File: src/rtl/ex_mem_pipeline_ctrl.sv
`default_nettype none
// +------------------------------------------------------------------------+
// | Module      : ex_mem_pipeline_ctrl                                     |
// | Description : Pipeline stall/flush controller. Arbitrates memory wait  |
// |               stalls, branch flushes, load-use bubbles and external    |
// |               halt, and drives per-stage enables and bubble clears.    |
// | Revision    : 1.0 - initial release                                    |
// +------------------------------------------------------------------------+
module ex_mem_pipeline_ctrl #(
  parameter int MEM_TIMEOUT = 255
) (
  input  logic        clk,
  input  logic        rst_n,
  input  logic        load_use_hazard,
  input  logic        branch_taken_ex,
  input  logic        mem_req,
  input  logic        mem_ready,
  input  logic        halt_req,
  output logic        pc_enable,
  output logic        if_id_enable,
  output logic        id_ex_enable,
  output logic        ex_mem_enable,
  output logic        mem_wb_enable,
  output logic        if_id_clear,
  output logic        id_ex_clear,
  output logic        ex_mem_clear,
  output logic        mem_wb_clear,
  output logic [15:0] stall_cycles,
  output logic [7:0]  flush_count,
  output logic        mem_timeout
);

  localparam logic [1:0] ST_RUN      = 2'd0;
  localparam logic [1:0] ST_MEM_WAIT = 2'd1;
  localparam logic [1:0] ST_HALTED   = 2'd2;

  localparam logic [7:0] TIMEOUT_LIMIT = 8'(MEM_TIMEOUT);

  logic [1:0] r_state;
  logic [1:0] w_state_next;
  logic [7:0] r_wait_cnt;
  logic       w_mem_stall;
  logic       w_flush;

  // Memory stall: a fresh miss in RUN, or a still-outstanding access in MEM_WAIT
  always_comb begin
    w_mem_stall = 1'b0;
    if (r_state == ST_RUN)
      w_mem_stall = mem_req & ~mem_ready;
    else if (r_state == ST_MEM_WAIT)
      w_mem_stall = ~mem_ready;
  end

  // A branch flush only takes effect in an active state with no memory stall
  always_comb begin
    w_flush = rst_n & branch_taken_ex & ~w_mem_stall &
              ((r_state == ST_RUN) | (r_state == ST_MEM_WAIT));
  end

  // Stage enables and bubble clears, prioritised memory > branch > load-use
  always_comb begin
    pc_enable     = 1'b1;
    if_id_enable  = 1'b1;
    id_ex_enable  = 1'b1;
    ex_mem_enable = 1'b1;
    mem_wb_enable = 1'b1;
    if_id_clear   = 1'b0;
    id_ex_clear   = 1'b0;
    ex_mem_clear  = 1'b0;
    mem_wb_clear  = 1'b0;
    if (!rst_n) begin
      pc_enable     = 1'b0;
      if_id_enable  = 1'b0;
      id_ex_enable  = 1'b0;
      ex_mem_enable = 1'b0;
      mem_wb_enable = 1'b0;
      if_id_clear   = 1'b1;
      id_ex_clear   = 1'b1;
      ex_mem_clear  = 1'b1;
      mem_wb_clear  = 1'b1;
    end else if ((r_state == ST_RUN) || (r_state == ST_MEM_WAIT)) begin
      if (w_mem_stall) begin
        // Freeze everything upstream of MEM; retire a bubble into WB
        pc_enable     = 1'b0;
        if_id_enable  = 1'b0;
        id_ex_enable  = 1'b0;
        ex_mem_enable = 1'b0;
        mem_wb_clear  = 1'b1;
      end else if (branch_taken_ex) begin
        // Kill the two wrong-path instructions behind the branch
        if_id_clear = 1'b1;
        id_ex_clear = 1'b1;
      end else if (load_use_hazard) begin
        // Hold fetch/decode one cycle and inject a bubble into EX
        pc_enable    = 1'b0;
        if_id_enable = 1'b0;
        id_ex_clear  = 1'b1;
      end
    end else begin
      // HALTED (or unreachable encoding): whole pipeline frozen
      pc_enable     = 1'b0;
      if_id_enable  = 1'b0;
      id_ex_enable  = 1'b0;
      ex_mem_enable = 1'b0;
      mem_wb_enable = 1'b0;
    end
  end

  // Next-state selection; halt is only honoured from RUN
  always_comb begin
    w_state_next = ST_RUN;
    case (r_state)
      ST_RUN: begin
        if (w_mem_stall)   w_state_next = ST_MEM_WAIT;
        else if (halt_req) w_state_next = ST_HALTED;
        else               w_state_next = ST_RUN;
      end
      ST_MEM_WAIT: w_state_next = mem_ready ? ST_RUN : ST_MEM_WAIT;
      ST_HALTED:   w_state_next = halt_req ? ST_HALTED : ST_RUN;
      default:     w_state_next = ST_RUN;
    endcase
  end

  // State register
  always_ff @(posedge clk or negedge rst_n) begin
    if (!rst_n) r_state <= ST_RUN;
    else        r_state <= w_state_next;
  end

  // Memory wait counter and sticky timeout flag; counter parks at the limit
  always_ff @(posedge clk or negedge rst_n) begin
    if (!rst_n) begin
      r_wait_cnt  <= 8'd0;
      mem_timeout <= 1'b0;
    end else if ((r_state == ST_MEM_WAIT) && !mem_ready) begin
      if (r_wait_cnt != TIMEOUT_LIMIT) begin
        r_wait_cnt <= r_wait_cnt + 8'd1;
        if (r_wait_cnt == TIMEOUT_LIMIT - 8'd1)
          mem_timeout <= 1'b1;
      end
    end else begin
      r_wait_cnt <= 8'd0;
    end
  end

  // Saturating performance counters for frozen-PC cycles and branch flushes
  always_ff @(posedge clk or negedge rst_n) begin
    if (!rst_n) begin
      stall_cycles <= 16'd0;
      flush_count  <= 8'd0;
    end else begin
      if (!pc_enable && (stall_cycles != 16'hFFFF))
        stall_cycles <= stall_cycles + 16'd1;
      if (w_flush && (flush_count != 8'hFF))
        flush_count <= flush_count + 8'd1;
    end
  end

endmodule
`default_nettype wire

File: config.mk
export PLATFORM = sky130hd
export DESIGN_NAME = ex_mem_pipeline_ctrl
export DESIGN_NICKNAME = d
export VERILOG_FILES = /design/src/rtl/ex_mem_pipeline_ctrl.sv
export SDC_FILE = /design/constraint.sdc
export NUM_CORES = 1
export LEC_CHECK = 0
export ABC_AREA = 1
export BUFFER_PORTS_ARGS = -buffer_cell sky130_fd_sc_hd__buf_4
export CAP_MARGIN = 10
export CORE_ASPECT_RATIO = 1.1
export CORE_MARGIN = 1.5
export CORE_UTILIZATION = 55
export CTS_BUF_LIST = sky130_fd_sc_hd__clkbuf_8
export DETAILED_ROUTE_END_ITERATION = 8
export GPL_TIMING_DRIVEN = 0
export PLACE_DENSITY = 0.87
export SKIP_CTS_REPAIR_TIMING = 1
export SLEW_MARGIN = 5
export SYNTH_ARGS = -nofsm -noshare
export SYNTH_HDL_FRONTEND = slang
export SYNTH_SLANG_ARGS = --single-unit
File: constraint.sdc
create_clock -name clk -period 2 [get_ports clk]
set_input_delay 0.2 -clock clk [delete_from_list [all_inputs] [get_ports clk]]
set_output_delay 0.2 -clock clk [all_outputs]
set_load 0.02 [all_outputs]
==> reports/summary.txt, run 1 <==
Final Hold Fails - 0
CP endpoint kind - primary output
r2r startpoint - flush_count[0]
Post-Synthesis Cells - 283
DRT iter0 DRCs - 97
CTS sink cnt - 35
number of diodes - 0
outcome - finished, final reports clean
total iterations of the first detailed-routing run - 4
P_leak - 1.33 nW
DR WL/cell - 11.7 µm
WS Path Type - input pin to primary output
Sw Ratio - 39.5%
Max clock buf depth - 2
Worst EP required - 1800 ps
port bufs - 40
final WL - 4.45 mm
Post-synth top cells - nand2_1, dfrtp_1, inv_1, nor2_1, o21ai_0
DP Cell Count - 373
max-slew violations - 0
hold depth - 3
top post-synthesis cells by area - dfrtp_1, nand2_1, inv_1
CP max FO - 4
final setup TNS - 0 ps
first-pass GRT wire length - 7.50 mm
number of global-route vias before repair - 1804
Seq/Total Area, Yosys - 41.0%
Reg power frac - 43.2%
Comb power frac - 37.7%
worst hold-check path type - input pin to flip-flop
cell-internal power - 1.46 mW
metal2 WL - 2.28 mm
CP Launch Type - input pin
Top Metal Used - met4
synth unique cells - 27
post-synth top area cell - dfrtp_1
max-cap violations - 0
dpl hpwl - 3.32 mm
pwr dens - 924 nW/µm²
Reg2Reg Depth - 9
CTS H-Tree Depth - 2
skew final - 4.40 ps
FP Rows - 23
worst hold start - halt_req
Worst Tran Pin Value - 304 ps
RSZ-0062 raised after global routing - no
Total Routing Usage GR - 22.8%
CP arrival - 1690 ps
ANT nets after route - 0
DRC - 0
die area - 4270 µm²
CTS root buffer - clkbuf_8
Clock power frac - 19.1%
Via-to-Cell Ratio - 5.00
Finished Core Util - 70.7%
layout cells sized above 1 - 24.5%
Final setup viols - 0
wl on met1 - 1.98 mm
VDD IR max - 0.643 mV
Die Y - 68.4 µm
flops & latches, synth - 35
top-count cell post-synth - nand2_1
fmax - 0.529 GHz
routed length on met3 - 162 µm
nets@finish - 343
Async SR Flop Fraction - 100%
Vias - 1906
r2r setup slk - 400 ps
worst-skew pair later-pin latency - 290 ps
core area - 3680 µm²
P_sw - 0.951 mW
Endpoint, Worst Hold - r_state[1]
Synth Area per Inst - 7.56 µm²
Final Cycle Share - 94.5%
RR Endpoint - flush_count[7]
relative slew slack - 79.6%
Syn Nets - 294
Yosys warnings - 0
Clk pin slew, worst setup/hold paths - 60 ps
EDFF count, synth - 0
grt ovf - 0
CTS tree - built
fin cells - 381
die width - 62.5 µm
Synth top area share - 41.0%
Layout area overhead - 21.8%
Tmin final - 1890 ps
Top FF cell, synth - dfrtp_1
CTS buffer count - 5
Initial Utilization - 58.1%
Fillers - 329
Cell Area, Synth - 2140 µm²
IO Pins - 41
GP Congestion - 0.813
initial antenna violation count - 0
pin count of the biggest net entering global routing - 39
==> layer usage <==
metal	up-vias	track usage (%)
met4	0	9.44
met3	4	5.92
li1	988	-
met2	46	43.7
met5	-	0
met1	868	24.2
==> placed cells by master, fill, tap and decap left out <==
cell,synthesis,layout
a21oi_1,4,4
a31o_2,1,1
a31oi_1,2,2
buf_12,0,1
buf_4,2,42
buf_6,3,3
clkbuf_8,0,5
clkinv_2,1,1
clkinv_4,2,2
dfrtp_1,35,35
dlygate4sd3_1,0,1
ha_1,4,4
inv_1,30,31
nand2_1,91,91
nand2_2,9,9
nand2_4,5,5
nand3_1,14,14
nand3_2,2,2
nand3b_1,3,3
nand4_1,6,6
nor2_1,30,30
nor2_2,3,3
nor2_4,5,5
nor3_1,2,2
o21ai_0,16,16
o21ai_1,2,2
o21ai_2,2,2
o21bai_1,1,1
xnor2_1,3,3
xor2_1,5,5
==> logic make-up after synthesis <==
group / after synthesis / share of synthesized area (%)
fa+ha+maj: 4 / 2.34
simple gates: 170 / 37.5
xor+xnor: 8 / 3.28
compound gates: 28 / 7.31
flops: 35 / 41.0
buf+inv: 38 / 8.60
==> final cells by class <==
cell class	count	area, µm²	area share [%]
clock buffers	5	68.8	2.64
flip-flops and latches	35	876	33.6
well taps	50	62.6	2.40
repair buffers	42	330	12.7
plain buffers	5	48.8	1.87
multi-input cells	210	1080	41.4
inverters	33	135	5.19
clock inverters	1	3.75	0.144
==> stage by stage <==
step	setup slack [ps]	instance area (µm²)	power (mW)	hold slack [ps]
after floorplan	425	2140	1.59	-95.6
after global placement	299	2500	1.92	190
after detailed placement	224	2500	1.96	191
after CTS	234	2570	2.43	-125
after global routing	50.0	2600	2.58	145
final	110	2600	2.41	148
==> worst max path at each step <==
stage                               start               end  slack (ps)  depth (start not counted)
after floorplan           stall_cycles[0]  stall_cycles[13]         420                          9
after global placement              rst_n  stall_cycles[13]         300                          9
after detailed placement            rst_n  stall_cycles[13]         220                          9
after CTS                           rst_n         pc_enable         230                          7
after global routing                rst_n         pc_enable          50                          8
final                               rst_n         pc_enable         110                          8
==> registers in the layout, indices dropped and copies added (netlist names) <==
name and count:
flush_count 8, mem_timeout 1, r_state 2, r_wait_cnt 8, stall_cycles 16
==> power by group through the flow <==
stage | clock, mW | combinational [mW] | sequential [mW]
6_report | 0.460 | 0.908 | 1.04
5_1_grt | 0.509 | 1.00 | 1.07
4_1_cts | 0.477 | 0.912 | 1.04
3_5_place_dp | 0 | 0.911 | 1.05
3_3_place_gp | 0 | 0.881 | 1.04
2_1_floorplan | 0 | 0.415 | 1.18
==> worst max-delay path: stages <==
cell and delay (ps):
dlygate4sd3_1 520, buf_4 150, inv_1 90, nor2_4 140
nand2_4 80, nor2_2 220, buf_4 160, buf_4 120
Power figures use the tool's default switching activity.
==> run 2, diff against run 1 <==
--- a/config.mk
+++ b/config.mk
@@ -15,6 +15,7 @@
 export DETAILED_ROUTE_END_ITERATION = 8
 export GPL_TIMING_DRIVEN = 0
 export PLACE_DENSITY = 0.87
+export RECOVER_POWER = 100
 export SKIP_CTS_REPAIR_TIMING = 1
 export SLEW_MARGIN = 5
 export SYNTH_ARGS = -nofsm -noshare
==> run 2 against run 1 <==
Via count grew 0.84%. Sequential power barely moved. Hold slack lost 2.2 ps. Global-route usage unchanged. Worst setup slack better by 12 ps. Power shrank 6.0%. Sequential share of layout area rose by 2.6 points. Critical path depth unchanged. Combinational power fell by 16%. Sequential cell count did not move. First-iteration DRC count is 3.1% lower. Die area is the same. Critical path type unchanged. Highest routed layer unchanged.
==> reports/summary.txt, run 2 (same netlist as run 1, synthesis figures left out) <==
Worst Tran Pin Value - 866 ps
Endpoint, Worst Hold - r_state[1]
worst hold-check path type - input pin to flip-flop
total iterations of the first detailed-routing run - 4
hold depth - 3
dpl hpwl - 3.32 mm
DP Cell Count - 373
GP Congestion - 0.813
RR Endpoint - stall_cycles[2]
FP Rows - 23
relative slew slack - 42.2%
Fillers - 362
Total Routing Usage GR - 22.8%
met2 Usage GRT - 43.7%
Cell Chain, Critical Path - dlygate4sd3_1 -> buf_4 -> inv_1 -> nor2_4 -> nand2_1 -> nor2_2 -> clkbuf_4 -> buf_4
Layout area overhead - 13.2%
worst hold start - halt_req
WS Path Type - input pin to primary output
max-slew violations - 0
DRT iter0 DRCs - 94
fmax - 0.532 GHz
CTS root buffer - clkbuf_8
Final setup viols - 0
Place WS - 224 ps
nets@finish - 343
DR WL/cell - 11.7 µm
DRC - 0
Initial Utilization - 58.1%
CTS sink cnt - 35
CP delay by family, top - buffers and inverters
Largest register FFs - 16
Final Hold Fails - 0
Largest Register - stall_cycles
layout cells sized above 1 - 12.7%
grt ovf - 0
busiest layer in global routing - met2
core area - 3680 µm²
final worst setup slack - 122 ps
Worst EP required - 1800 ps
crit-path max cell delay - 520 ps
first-pass GRT wire length - 7.50 mm
Max clock buf depth - 2
r2r setup slk - 180 ps
pin count of the biggest net entering global routing - 39
number of diodes - 0
Via-to-Cell Ratio - 5.04
outcome - finished, final reports clean
r2r startpoint - stall_cycles[0]
RSZ-0062 raised after global routing - no
number of global-route vias before repair - 1804
WP buf/inv - 5
CTS buffer count - 5
pwr dens - 935 nW/µm²
max-cap violations - 0
CP max FO - 4
met3 Resource Use GR - 5.92%
CP arrival - 1680 ps
port bufs - 40
Die Y - 68.4 µm
fin cells - 381
final WL - 4.47 mm
Clk pin slew, worst setup/hold paths - 60 ps
Reg2Reg Depth - 9
CP endpoint kind - primary output
CP Launch Type - input pin
CTS tree - built
P_leak - 1.20 nW
GR Util met1 - 24.2%
die area - 4270 µm²
ANT nets after route - 0
worst-skew pair later-pin latency - 290 ps
Tmin final - 1880 ps
CTS H-Tree Depth - 2
largest registers - stall_cycles x16, flush_count x8, r_wait_cnt x8
Final Cycle Share - 93.9%
Crit-path slowest cell - dlygate4sd3_1
die width - 62.5 µm
final setup TNS - 0 ps
most used cell, CP - buf_4
IO Pins - 41
VDD IR max - 0.591 mV
initial antenna violation count - 0
commonest non-fill, non-tap cell in the layout - nand2_1
skew final - 6.07 ps
most frequent cells in the layout - nand2_1, dfrtp_1, nor2_1, inv_1, clkbuf_1
Vias - 1922
[run 2: cell count changes in the layout (fill, tap and decap cells not counted), sizes merged]
cell	previous run	this run
clkinv	3	2
inv	31	32
clkbuf	5	38
buf	46	13
[run 2: layer usage]
layer / vias up / part of all wire, %
met2: 50 / 50
li1: 987 / -
met3: 4 / 4.1
met1: 881 / 45
met5: - / 0
met4: 0 / 0.76
[run 2: power by group]
group	leakage (nW)	internal, mW	switching (mW)
clock network	0.0413	0.227	0.236
logic	0.688	0.255	0.509
registers	0.467	0.847	0.190
total	1.20	1.33	0.935
[run 2: stage by stage]
stage | power [mW] | hold WS [ps] | utilization, % | area [µm²]
after floorplan | 1.59 | -95.6 | - | 2140
after global placement | 1.92 | 190 | 67.9 | 2500
after detailed placement | 1.96 | 191 | 67.9 | 2500
after CTS | 2.43 | -125 | 69.9 | 2570
after global routing | 2.43 | 146 | 65.7 | 2420
final | 2.26 | 145 | 65.7 | 2420
[run 2: worst max-delay path by stage]
stage | start | to | slack (ps) | cells past startpoint
after floorplan | stall_cycles[0] | stall_cycles[13] | 420 | 9
after global placement | rst_n | stall_cycles[13] | 300 | 9
after detailed placement | rst_n | stall_cycles[13] | 220 | 9
after CTS | rst_n | pc_enable | 230 | 7
after global routing | stall_cycles[0] | stall_cycles[5] | 30 | 9
final | rst_n | pc_enable | 120 | 8
[run 2: area by class of cell]
type / instances / area (µm²) / share of cell area, %
sequential: 35 / 876 / 36.2
buffer: 5 / 42.5 / 1.76
clock buffer: 5 / 68.8 / 2.84
timing repair buffer: 42 / 203 / 8.38
multi-input combinational: 210 / 1030 / 42.7
tap: 50 / 62.6 / 2.59
inverter: 33 / 130 / 5.38
clock inverter: 1 / 3.75 / 0.155
[run 2: tightest hold or removal path: stages]
cell,delay [ps]
buf_4,110
nand2_1,50
nor2_1,40
